File: config.mk
export PLATFORM = sky130hd
export DESIGN_NAME = ebr_block_reader
export DESIGN_NICKNAME = d
export VERILOG_FILES = /design/src/rtl/ebr_block_reader.sv
export SDC_FILE = /design/constraint.sdc
export NUM_CORES = 1
export LEC_CHECK = 0
export CAP_MARGIN = 10
export CORE_MARGIN = 1.5
export CORE_UTILIZATION = 40
export CTS_CLUSTER_DIAMETER = 120
export DETAILED_ROUTE_END_ITERATION = 16
export PLACE_DENSITY_LB_ADDON = 0.05
export SETUP_SLACK_MARGIN = 0.05
export SLEW_MARGIN = 20
export SYNTH_ARGS = -nofsm -noshare
export SYNTH_HDL_FRONTEND = slang
export SYNTH_SLANG_ARGS = --single-unit
File: constraint.sdc
create_clock -name clk -period 7.11 [get_ports clk]
set_input_delay 1.422 -clock clk [delete_from_list [all_inputs] [get_ports clk]]
set_output_delay 1.422 -clock clk [all_outputs]
set_load 0.02 [all_outputs]
File: src/rtl/ebr_block_reader.sv
// Streams a block of words out of a registered-read dual-port RAM through a
// two-entry output FIFO with valid/ready handshake and credit-limited issue.
module ebr_block_reader #(
  parameter int addr_width = 9,
  parameter int data_width = 8,
  parameter int len_width  = 7
) (
  input  logic                  clk,
  input  logic                  reset_n,
  input  logic                  start,
  input  logic [addr_width-1:0] base_addr,
  input  logic [len_width-1:0]  block_len,
  output logic [addr_width-1:0] raddr,
  input  logic [data_width-1:0] ram_dout,
  output logic [data_width-1:0] out_data,
  output logic                  out_valid,
  input  logic                  out_ready,
  output logic                  out_last,
  output logic                  busy,
  output logic                  done
);

  typedef enum logic [1:0] {IDLE, FETCH, DRAIN, FIN} state_t;

  state_t                state_q, state_d;
  logic [addr_width-1:0] addr_q, addr_d;
  logic [len_width-1:0]  rem_issue_q, rem_issue_d;
  logic [len_width-1:0]  rem_out_q, rem_out_d;
  logic                  inflight_q, inflight_d;
  logic [data_width-1:0] buf0_q, buf0_d, buf1_q, buf1_d;
  logic [1:0]            cnt_q, cnt_d;
  logic                  pop, push, issue;

  assign pop  = (cnt_q != 2'd0) && out_ready;
  assign push = inflight_q;
  // Credit: occupancy + inflight - pop < 2, rearranged to avoid underflow.
  assign issue = (state_q == FETCH) && (rem_issue_q != '0) &&
                 (({1'b0, cnt_q} + {2'b0, inflight_q}) < (3'd2 + {2'b0, pop}));

  always_comb begin
    state_d     = state_q;
    addr_d      = addr_q;
    rem_issue_d = rem_issue_q;
    rem_out_d   = rem_out_q;
    inflight_d  = issue;
    if (pop) rem_out_d = rem_out_q - len_width'(1);
    case (state_q)
      IDLE: begin
        if (start) begin
          addr_d      = base_addr;
          rem_issue_d = block_len;
          rem_out_d   = block_len;
          state_d     = FETCH;
        end
      end
      FETCH: begin
        // A zero-length block passes through FETCH for one cycle so done lands two cycles after start.
        if (rem_issue_q == '0) begin
          state_d = FIN;
        end else if (issue) begin
          addr_d      = addr_q + addr_width'(1);
          rem_issue_d = rem_issue_q - len_width'(1);
          if (rem_issue_q == len_width'(1)) state_d = DRAIN;
        end
      end
      DRAIN: begin
        if (pop && (rem_out_q == len_width'(1))) state_d = FIN;
      end
      FIN:     state_d = IDLE;
      default: state_d = IDLE;
    endcase
  end

  always_comb begin
    buf0_d = buf0_q;
    buf1_d = buf1_q;
    cnt_d  = cnt_q;
    case ({push, pop})
      2'b10: begin
        if (cnt_q == 2'd0) buf0_d = ram_dout;
        else               buf1_d = ram_dout;
        cnt_d = cnt_q + 2'd1;
      end
      2'b01: begin
        buf0_d = buf1_q;
        cnt_d  = cnt_q - 2'd1;
      end
      2'b11: begin
        if (cnt_q == 2'd1) begin
          buf0_d = ram_dout;
        end else begin
          buf0_d = buf1_q;
          buf1_d = ram_dout;
        end
      end
      default: ;
    endcase
  end

  always_ff @(posedge clk or negedge reset_n) begin
    if (!reset_n) begin
      state_q     <= IDLE;
      addr_q      <= '0;
      rem_issue_q <= '0;
      rem_out_q   <= '0;
      inflight_q  <= 1'b0;
      buf0_q      <= '0;
      buf1_q      <= '0;
      cnt_q       <= '0;
    end else begin
      state_q     <= state_d;
      addr_q      <= addr_d;
      rem_issue_q <= rem_issue_d;
      rem_out_q   <= rem_out_d;
      inflight_q  <= inflight_d;
      buf0_q      <= buf0_d;
      buf1_q      <= buf1_d;
      cnt_q       <= cnt_d;
    end
  end

  assign raddr     = addr_q;
  assign out_data  = buf0_q;
  assign out_valid = (cnt_q != 2'd0);
  assign out_last  = out_valid && (rem_out_q == len_width'(1));
  assign busy      = (state_q != IDLE);
  assign done      = (state_q == FIN);

endmodule

# Word level (Yosys, flattened, before mapping)
# Cells that the tools add are included.
word_totals:
  ff_bits: 44
  input_bits: 28
  out_inout_bits: 21
  wordCells: 77
op_classes:
  add_sub_neg: 7
  magnitude_cmp: 1
  eq_ne: 18
  n_mux: 24
  reduce_logical: 19
op_table:
  columns: ["operator", "count"]
  rows:
  - ["$mux 7", 6]
  - ["$mux 8", 4]
  - ["$mux 9", 3]
  - ["$pmux 8 s3", 1]
  - ["$pmux 9 s2", 1]
  - ["$pmux 8 s2", 1]
  - ["$eq 7x1->1 const B", 2]
  - ["$ne 2x2->1 const B", 7]
  - ["$pmux 7 s2", 1]
  - ["$sub 7x1->7 const B", 2]
  - ["$mux 2", 5]
  - ["$reduce_bool 2->1", 5]
  - ["$add 9x1->9 const B", 1]
  - ["$eq 2x2->1 const B", 4]
  - ["$pmux 2 s4", 1]
  - ["$reduce_and 4->1", 2]
  - ["$logic_not 7->1", 1]
  - ["$reduce_bool 7->1", 1]
  - ["$eq 2x1->1 const B", 3]
  - ["$logic_and 1x1->1", 5]
  - ["$logic_not 2->1", 2]
  - ["$pmux 2 s2", 1]
  - ["$add 2x1->3", 1]
  - ["$add 2x1->3 const A", 1]
  - ["8 further kinds", 8]

# Depth between registers and ports, before layout
# Gate-level depths: netlist of the first run.
depth:
  depth_word: 8
  mapped_depth: 9
  ltp_nobuf: 8

# Worst setup path after synthesis of the first run
# Ideal clock, no wire load.
synth_path:
  kind: "input -> register"
  startpoint: "input port out_ready"
  endpoint: "register buf1_q[0]"
  setup_time_ns: 0.125
  arrival_time_ns: 2.851
  required_ns: 6.985
  setup_slack_ns: 4.134
  stages: 6
  n_path_buf: 0
  cell_sequence: "nand2b_1 > inv_1 > ha_1 > o21ai_0 > a21oi_1 > mux2_2"
synth_between:
  elab_chain_cells: 4
  elab_cells_between_ends: 8
  classes_between: "eq/ne: 4; mux: 1; reduce/logical: 3"
synth_lines:
  columns: ["element", "line_no", "rtl"]
  rows:
  - ["start: declaration", "17", "input logic out_ready,"]
  - ["$logic_and 1x1->1 (*)", "34", "assign pop = (cnt_q != 2'd0) && out_ready;"]
  - ["$eq 2x2->1", "78", "case ({push, pop})"]
  - ["$ne 2x2->1 (no source line) or $reduce_bool 2->1 (tied branches)", null, null]
  - ["$reduce_and 3->1 (no source line)", null, null]
  - ["end signal: assignment", "117", "buf1_q <= buf1_d;"]
  - ["end: declaration", "30", "logic [data_width-1:0] buf0_q, buf0_d, buf1_q, buf1_d;"]
# Every way passes the cells marked *; elsewhere a longest branch is shown, timed or not.
# A chain may end at the register's enable or synchronous reset.

# Worst setup path in the final report of the first run
layout_path:
  startpoint: "register rem_out_q[4]"
  endpoint: "output port out_last"
layout_between:
  elab_chain_cells: 2
layout_lines:
  columns: ["element", "line_no", "rtl"]
  rows:
  - ["start: declaration", "28", "logic [len_width-1:0] rem_out_q, rem_out_d;"]
  - ["start signal: assignment", "114", "rem_out_q <= rem_out_d;"]
  - ["$eq 7x1->1", "125", "assign out_last = out_valid && (rem_out_q == len_width'(1));"]
  - ["$logic_and 1x1->1", "125", null]
  - ["end: declaration", "18", "output logic out_last,"]
# No other way between the ends.

==> results of run 1 <==
==> stage by stage <==
stage	utilization [%]	power [W]	worst slack (ns)
after floorplan	-	0.00106	4.13
after global placement	49.7	0.00132	3.40
after detailed placement	49.7	0.00133	3.32
after CTS	51.5	0.00154	3.61
after global routing	51.6	0.00165	3.46
final	51.6	0.00152	3.64
==> where the power goes <==
part / switching, W / internal, W / total, W
logic: 0.000460 / 0.000365 / 0.000825
registers: 0.000114 / 0.000376 / 0.000491
clock network: 0.0000950 / 0.000106 / 0.000201
==> registers in the layout (all words and copies together) (netlist names) <==
| signal | cells |
|---|---|
| buf1_q | 8 |
| state_q | 2 |
| rem_issue_q | 7 |
| cnt_q | 2 |
| inflight_q | 1 |
| rem_out_q | 7 |
| out_data | 8 |
| raddr | 9 |
==> kinds of logic (layout without fill, tap and decap cells) <==
family                     after synthesis  in the layout  share of synthesized area (%)
AOI/OAI and AO/OA                       80             80                           19.1
xor gates and xnor gates                 8              8                           2.69
adders and majority gates               17             17                           8.15
buffers and inverters                   29             74                           4.32
DFF                                     44             44                           42.2
muxes                                   14             14                           5.80
and+or+nand+nor                         89             89                           17.7
==> cell type report <==
type	count	area [µm²]
Inverter	17	63.8
Fill cell	636	3060
Sequential cell	44	1100
Clock buffer	5	68.8
Clock inverter	3	46.3
Timing Repair Buffer	49	485
Tap cell	77	96.3
Multi-Input combinational cell	208	1400
==> path summary, 6_finish.rpt <==
check | from | endpoint | depth (start not counted)
max | rem_out_q[4] | out_last | 3
min | out_data[4] | out_data[4] | 2
max reg2reg | cnt_q[0] | buf1_q[0] | 8
min reg2reg | out_data[4] | out_data[4] | 2
max in group asynchronous | reset_n | buf1_q[3] | 1
min in group asynchronous | reset_n | cnt_q[0] | 1
==> cells in the final DEF, fill, tap and decap left out, types with 2 or more instances in the layout <==
| cell | n |
|---|---|
| sky130_fd_sc_hd__clkbuf_8 | 5 |
| sky130_fd_sc_hd__buf_4 | 2 |
| sky130_fd_sc_hd__a21o_1 | 2 |
| sky130_fd_sc_hd__dfrtp_1 | 44 |
| sky130_fd_sc_hd__nor4_1 | 3 |
| sky130_fd_sc_hd__inv_1 | 17 |
| sky130_fd_sc_hd__and4_1 | 2 |
| sky130_fd_sc_hd__nand2b_1 | 3 |
| sky130_fd_sc_hd__nand4_1 | 5 |
| sky130_fd_sc_hd__nor2_1 | 18 |
| sky130_fd_sc_hd__xnor2_1 | 5 |
| sky130_fd_sc_hd__o311ai_0 | 2 |
| sky130_fd_sc_hd__a311oi_1 | 2 |
| sky130_fd_sc_hd__a21oi_1 | 26 |
| sky130_fd_sc_hd__nand3_1 | 13 |
| sky130_fd_sc_hd__mux2i_1 | 5 |
| sky130_fd_sc_hd__nor3_1 | 9 |
| sky130_fd_sc_hd__ha_1 | 17 |
| sky130_fd_sc_hd__xor2_1 | 3 |
| sky130_fd_sc_hd__a22oi_1 | 8 |
| sky130_fd_sc_hd__or3_1 | 2 |
| sky130_fd_sc_hd__a31oi_1 | 2 |
| sky130_fd_sc_hd__o211ai_1 | 2 |
| sky130_fd_sc_hd__o21ai_0 | 19 |
| sky130_fd_sc_hd__clkdlybuf4s50_1 | 47 |
| sky130_fd_sc_hd__and3_1 | 3 |
| sky130_fd_sc_hd__nand2_1 | 23 |
| sky130_fd_sc_hd__o22ai_1 | 6 |
| sky130_fd_sc_hd__mux2_2 | 9 |
==> worst register-to-register path: stages (launching register included) <==
cell                       delay, ns
sky130_fd_sc_hd__dfrtp_1        0.42
sky130_fd_sc_hd__inv_1          0.06
sky130_fd_sc_hd__ha_1           0.27
sky130_fd_sc_hd__nand2b_1       0.24
sky130_fd_sc_hd__inv_1          0.21
sky130_fd_sc_hd__ha_1           0.27
sky130_fd_sc_hd__o21ai_0        0.10
sky130_fd_sc_hd__a21oi_1        0.61
sky130_fd_sc_hd__mux2_2         0.41
==> Yosys cell counts (6+ instances only) <==
master	number	area, µm²
sky130_fd_sc_hd__nand2_1	23	86.3
sky130_fd_sc_hd__nor3_1	9	45.0
sky130_fd_sc_hd__o22ai_1	6	37.5
sky130_fd_sc_hd__nor2_1	18	67.6
sky130_fd_sc_hd__o21ai_0	19	95.1
sky130_fd_sc_hd__a21oi_1	26	130
sky130_fd_sc_hd__ha_1	17	213
sky130_fd_sc_hd__dfrtp_1	44	1100
sky130_fd_sc_hd__nand3_1	13	65.1
sky130_fd_sc_hd__a22oi_1	8	60.1
sky130_fd_sc_hd__clkbuf_1	11	41.3
sky130_fd_sc_hd__inv_1	17	63.8
sky130_fd_sc_hd__mux2_2	9	101
==> metal layers <==
layer	share of wire (%)	GRT usage, %	routed length, µm	vias up
met3	3.8	3.46	232	2
met5	0	0	0	-
met1	49	25.6	2980	1048
met4	0.49	5.51	30	0
li1	-	-	-	1110
met2	47	30.1	2860	42
==> results.rst, run 1 <==
.. list-table::
   :header-rows: 1

   * - Metric
     - Value
   * - Maximum number of pins on one net before global-route repair
     - 45
   * - Biggest fanout along the worst timing path
     - 3
   * - Part of the cycle the worst path needs
     - 48.8%
   * - Number of port buffers
     - 48
   * - Yosys reg bits
     - 44
   * - Setup violators final
     - 0
   * - Measured slew at the worst slew-check pin
     - 0.967 ns
   * - Per-instance average area after synthesis
     - 9.28 µm²
   * - Number of global-route vias before repair
     - 2138
   * - Instance area at placement
     - 3140 µm²
   * - Largest buffer count on any clock path
     - 2
   * - Count of cell types in the netlist
     - 47
   * - Wire length of the first global-routing pass
     - 10600 µm
   * - Proportion of synthesized flip-flops having asynchronous set or reset
     - 100%
   * - Iteration-0 DRC Markers
     - 59
   * - Post-DR wirelength/cell
     - 15.1 µm
   * - Setup Buffers After CTS
     - 0
   * - CP endpoint kind
     - output port
   * - Maximum clock frequency
     - 0.288 GHz
   * - DRC violations left
     - 0
   * - Count of cells resized by post-cts repair
     - 0
   * - Floorplan die area
     - 7020 µm²
   * - Initial antenna violation count
     - 0
   * - Yosys warns
     - 0
   * - Number of placed instances with taps included
     - 395
   * - Post-detail-place hpwl
     - 4470 µm
   * - Nets in the synthesized netlist
     - 326
   * - IO Count
     - 49
   * - First-pass iteration count of the detailed router
     - 4
   * - Average via count per standard cell
     - 5.46
   * - Post-Route WL
     - 6100 µm
   * - Skew-Pair Late Insertion Delay
     - 0.30 ns
   * - Element type at the critical path start
     - flop
   * - Count of placed standard cells in the final layout, fillers left out
     - 403
   * - Post-route antenna net violation count
     - 0
   * - Top_reg_cell synth
     - sky130_fd_sc_hd__dfrtp_1
   * - Net count of the finished layout
     - 370
   * - Internal reg-to-reg setup slack
     - 4.41 ns
   * - Area added between synthesis and finish
     - 24.8%
   * - Max-slew headroom
     - 35.5%
   * - Placeable Area
     - 6310 µm²
   * - Unrepaired setup endpoints after global routing
     - no
   * - Cell at the root of the clock tree
     - sky130_fd_sc_hd__clkbuf_8
   * - Slowest stage cell, crit path
     - sky130_fd_sc_hd__clkdlybuf4s50_1
   * - CP cell instances
     - nor4_1 -> and4bb_2 -> clkdlybuf4s50_1
   * - Clock-pin slew of the registers on the worst-case setup and hold paths
     - 0.10 ns
   * - Number of pins with negative max-slew slack in the final report
     - 0
   * - Maximum single-stage delay on the critical path
     - 0.60 ns
   * - Leak pwr
     - 1.35 nW
   * - Buf+Inv Stages, Crit Path
     - 1
   * - Total inserted antenna cells
     - 0
   * - Kind of path behind the tightest hold check
     - flop to flop
   * - Delay-heaviest family, CP
     - simple AND/OR/NAND/NOR gates
   * - Sum Neg Setup Slack
     - 0 ns
   * - Share of cells above drive strength 1
     - 8.28%
   * - Final count of hold timing violations
     - 0
   * - Number of enable-type register cells in the synthesized netlist
     - 0
   * - WS Path Type
     - flop to output port
   * - Placer's final routability congestion estimate
     - 0.829
   * - Hold WS
     - 0.485 ns
   * - Number of buffers inserted for hold repair after clock tree synthesis
     - 0
   * - Vias after detailed routing
     - 2202
   * - Area of the mapped netlist
     - 2610 µm²
   * - Worst setup skew after layout
     - 0.00699 ns
   * - Finished Cell Area
     - 3260 µm²
   * - Overflow left after global routing
     - 0
   * - # Max-Cap Violations
     - 0
   * - Critical path required time
     - 5.69 ns
   * - Final period demand of the worst path
     - 3.47 ns
   * - Clock H-tree levels
     - 2
   * - Die height
     - 83.8 µm
   * - Clock tree from TritonCTS
     - done
   * - Die width
     - 83.8 µm
   * - Data arrival time of the worst path
     - 2.05 ns
   * - Peak supply drop
     - 0.000281 V
   * - Outcome
     - completed
   * - Initial Utilization
     - 41.3%
   * - Register area share after synthesis
     - 42.2%
   * - Global-route usage over all layers
     - 18.6%
   * - Synthesized instance count
     - 281
   * - Areal power density over the cells
     - 466 nW/µm²
   * - Count of clock tree sinks
     - 44
   * - Total CTS buffers
     - 5
   * - Std-Cell Rows
     - 29
Power figures use the tool's default switching activity.
==> run 2: changes to the inputs <==
Clock period 7.11 ns to 2.9 ns, I/O delays scaled along.
==> run 2 against run 1 <==
Compared with the run above: sequential share of layout area is 0.46 points lower; count of clock-buffer cells in the layout unchanged; non-clock buffer count rose by 6; first-iteration DRC count increased by 41%; setup slack worse by 3.4 ns; flip-flop and latch count stayed put; critical path type unchanged; critical endpoint unchanged.
==> results.rst, run 2 (same netlist as run 1, synthesis figures left out) <==
.. list-table::
   :header-rows: 1

   * - Metric
     - Value
   * - Overflow left after global routing
     - 0
   * - Number of global-route vias before repair
     - 2066
   * - Area added between synthesis and finish
     - 26.6%
   * - Die height
     - 83.8 µm
   * - Leading cell types in the layout, fill and taps excluded
     - sky130_fd_sc_hd__clkdlybuf4s50_1 (47), sky130_fd_sc_hd__dfrtp_1 (44), sky130_fd_sc_hd__a21oi_1 (26), sky130_fd_sc_hd__nand2_1 (23), sky130_fd_sc_hd__o21ai_0 (19)
   * - Floorplan die area
     - 7020 µm²
   * - DRC violations left
     - 0
   * - Post-route antenna net violation count
     - 0
   * - Number of pins with negative max-slew slack in the final report
     - 0
   * - Clock H-tree levels
     - 2
   * - Global-route usage over all layers
     - 18.4%
   * - Placement-stage worst setup slack
     - 0.337 ns
   * - Share of cells above drive strength 1
     - 9.94%
   * - Unrepaired setup endpoints after global routing
     - no
   * - Post-detail-place hpwl
     - 4500 µm
   * - Most common cell after layout, fill and taps aside
     - sky130_fd_sc_hd__clkdlybuf4s50_1
   * - Sum Neg Setup Slack
     - 0 ns
   * - IO Count
     - 49
   * - # Max-Cap Violations
     - 0
   * - Skew-Pair Late Insertion Delay
     - 0.30 ns
   * - Number of flip-flops in the largest register
     - 9
   * - Count of cells along the worst register-to-register path
     - 9
   * - Kind of path behind the tightest hold check
     - input port to async pin
   * - Die width
     - 83.8 µm
   * - Part of the cycle the worst path needs
     - 91.0%
   * - Critical path required time
     - 2.32 ns
   * - Iteration-0 DRC Markers
     - 83
   * - Total CTS buffers
     - 5
   * - Max-slew headroom
     - 61.6%
   * - Initial Utilization
     - 41.3%
   * - Worst setup skew after layout
     - 0.00676 ns
   * - Startpoint of the worst register-to-register path
     - cnt_q[0]
   * - Wire length of the first global-routing pass
     - 10300 µm
   * - Element type at the critical path start
     - flop
   * - Measured slew at the worst slew-check pin
     - 0.576 ns
   * - CP endpoint kind
     - output port
   * - Areal power density over the cells
     - 1150 nW/µm²
   * - Total inserted antenna cells
     - 0
   * - Setup crit start
     - rem_out_q[3]
   * - Top layer reached by signal wires
     - met4
   * - Setup violators final
     - 0
   * - Count of clock tree sinks
     - 44
   * - WS Path Type
     - flop to output port
   * - Data arrival time of the worst path
     - 2.06 ns
   * - Number of port buffers
     - 48
   * - Cell at the root of the clock tree
     - sky130_fd_sc_hd__clkbuf_8
   * - Leak pwr
     - 1.38 nW
   * - First-pass iteration count of the detailed router
     - 5
   * - Final count of hold timing violations
     - 0
   * - Vias after detailed routing
     - 2230
   * - Post-Route WL
     - 6140 µm
   * - Share of the core filled with cells
     - 52.3%
   * - Clock-pin slew of the registers on the worst-case setup and hold paths
     - 0.09 ns
   * - Initial antenna violation count
     - 0
   * - Number of buffers inserted for hold repair after clock tree synthesis
     - 0
   * - Clock tree from TritonCTS
     - done
   * - Maximum number of pins on one net before global-route repair
     - 45
   * - Setup Buffers After CTS
     - 0
   * - Biggest fanout along the worst timing path
     - 4
   * - Detail Route met2 WL
     - 2850 µm
   * - Final period demand of the worst path
     - 2.64 ns
   * - Placer's final routability congestion estimate
     - 0.827
   * - Average via count per standard cell
     - 5.45
   * - Maximum clock frequency
     - 0.379 GHz
   * - Total met3 wirelength after detailed routing
     - 304 µm
   * - Outcome
     - completed
   * - Placeable Area
     - 6310 µm²
   * - Std-Cell Rows
     - 29
   * - Net count of the finished layout
     - 376
   * - Peak supply drop
     - 0.000678 V
   * - Routed met1 length
     - 2930 µm
   * - Final setup margin
     - 0.260 ns
   * - Largest buffer count on any clock path
     - 2
   * - Count of cells resized by post-cts repair
     - 0
   * - Post-DR wirelength/cell
     - 15.0 µm
[run 2: cell count changes in the layout (fill, tap and decap cells not counted)]
cell and delta:
sky130_fd_sc_hd__buf_4 +6
[run 2: path summary, 6_finish.rpt]
check / end / slack [ns]
setup reg to reg: buf1_q[6] / 0.53
setup / recovery: out_last / 0.26
max in group asynchronous: raddr[5] / 2.24
hold / removal: cnt_q[0] / 0.27
hold reg to reg: out_data[5] / 0.48
min in group clk: out_data[5] / 0.48
[run 2: power breakdown]
part           switching [W]  internal (W)
Sequential          0.000288      0.000923
Clock               0.000229      0.000260
Combinational        0.00114      0.000950
Total                0.00165       0.00213
[run 2: layout make-up]
| cell class | instances | area [µm²] |
|---|---|---|
| Sequential cell | 44 | 1100 |
| Inverter | 17 | 63.8 |
| Fill cell | 598 | 3010 |
| Tap cell | 77 | 96.3 |
| Clock inverter | 3 | 46.3 |
| Clock buffer | 5 | 68.8 |
| Multi-Input combinational cell | 208 | 1400 |
| Timing Repair Buffer | 55 | 531 |
[run 2: metal layers]
layer | up-vias | GRT usage [%]
met5 | - | 0
li1 | 1125 | -
met2 | 74 | 28.4
met3 | 5 | 3.96
met4 | 0 | 4.77
met1 | 1026 | 26.1
[run 2: per-stage QoR]
| step | std cells | total power (W) | area, µm² | hold WS, ns |
|---|---|---|---|---|
| 2_1_floorplan | 281 | 0.00260 | 2610 | 0.284 |
| 3_3_place_gp | 401 | 0.00330 | 3180 | 0.460 |
| 3_5_place_dp | 401 | 0.00332 | 3180 | 0.469 |
| 4_1_cts | 409 | 0.00382 | 3300 | 0.479 |
| 5_1_grt | 409 | 0.00411 | 3300 | 0.316 |
| 6_report | 409 | 0.00378 | 3300 | 0.268 |
[run 2: critical path: stages, from the launching register on]
cell and delay, ns:
sky130_fd_sc_hd__dfrtp_1 0.43, sky130_fd_sc_hd__nor4_1 0.44, sky130_fd_sc_hd__and4bb_2 0.29, sky130_fd_sc_hd__clkdlybuf4s50_1 0.60
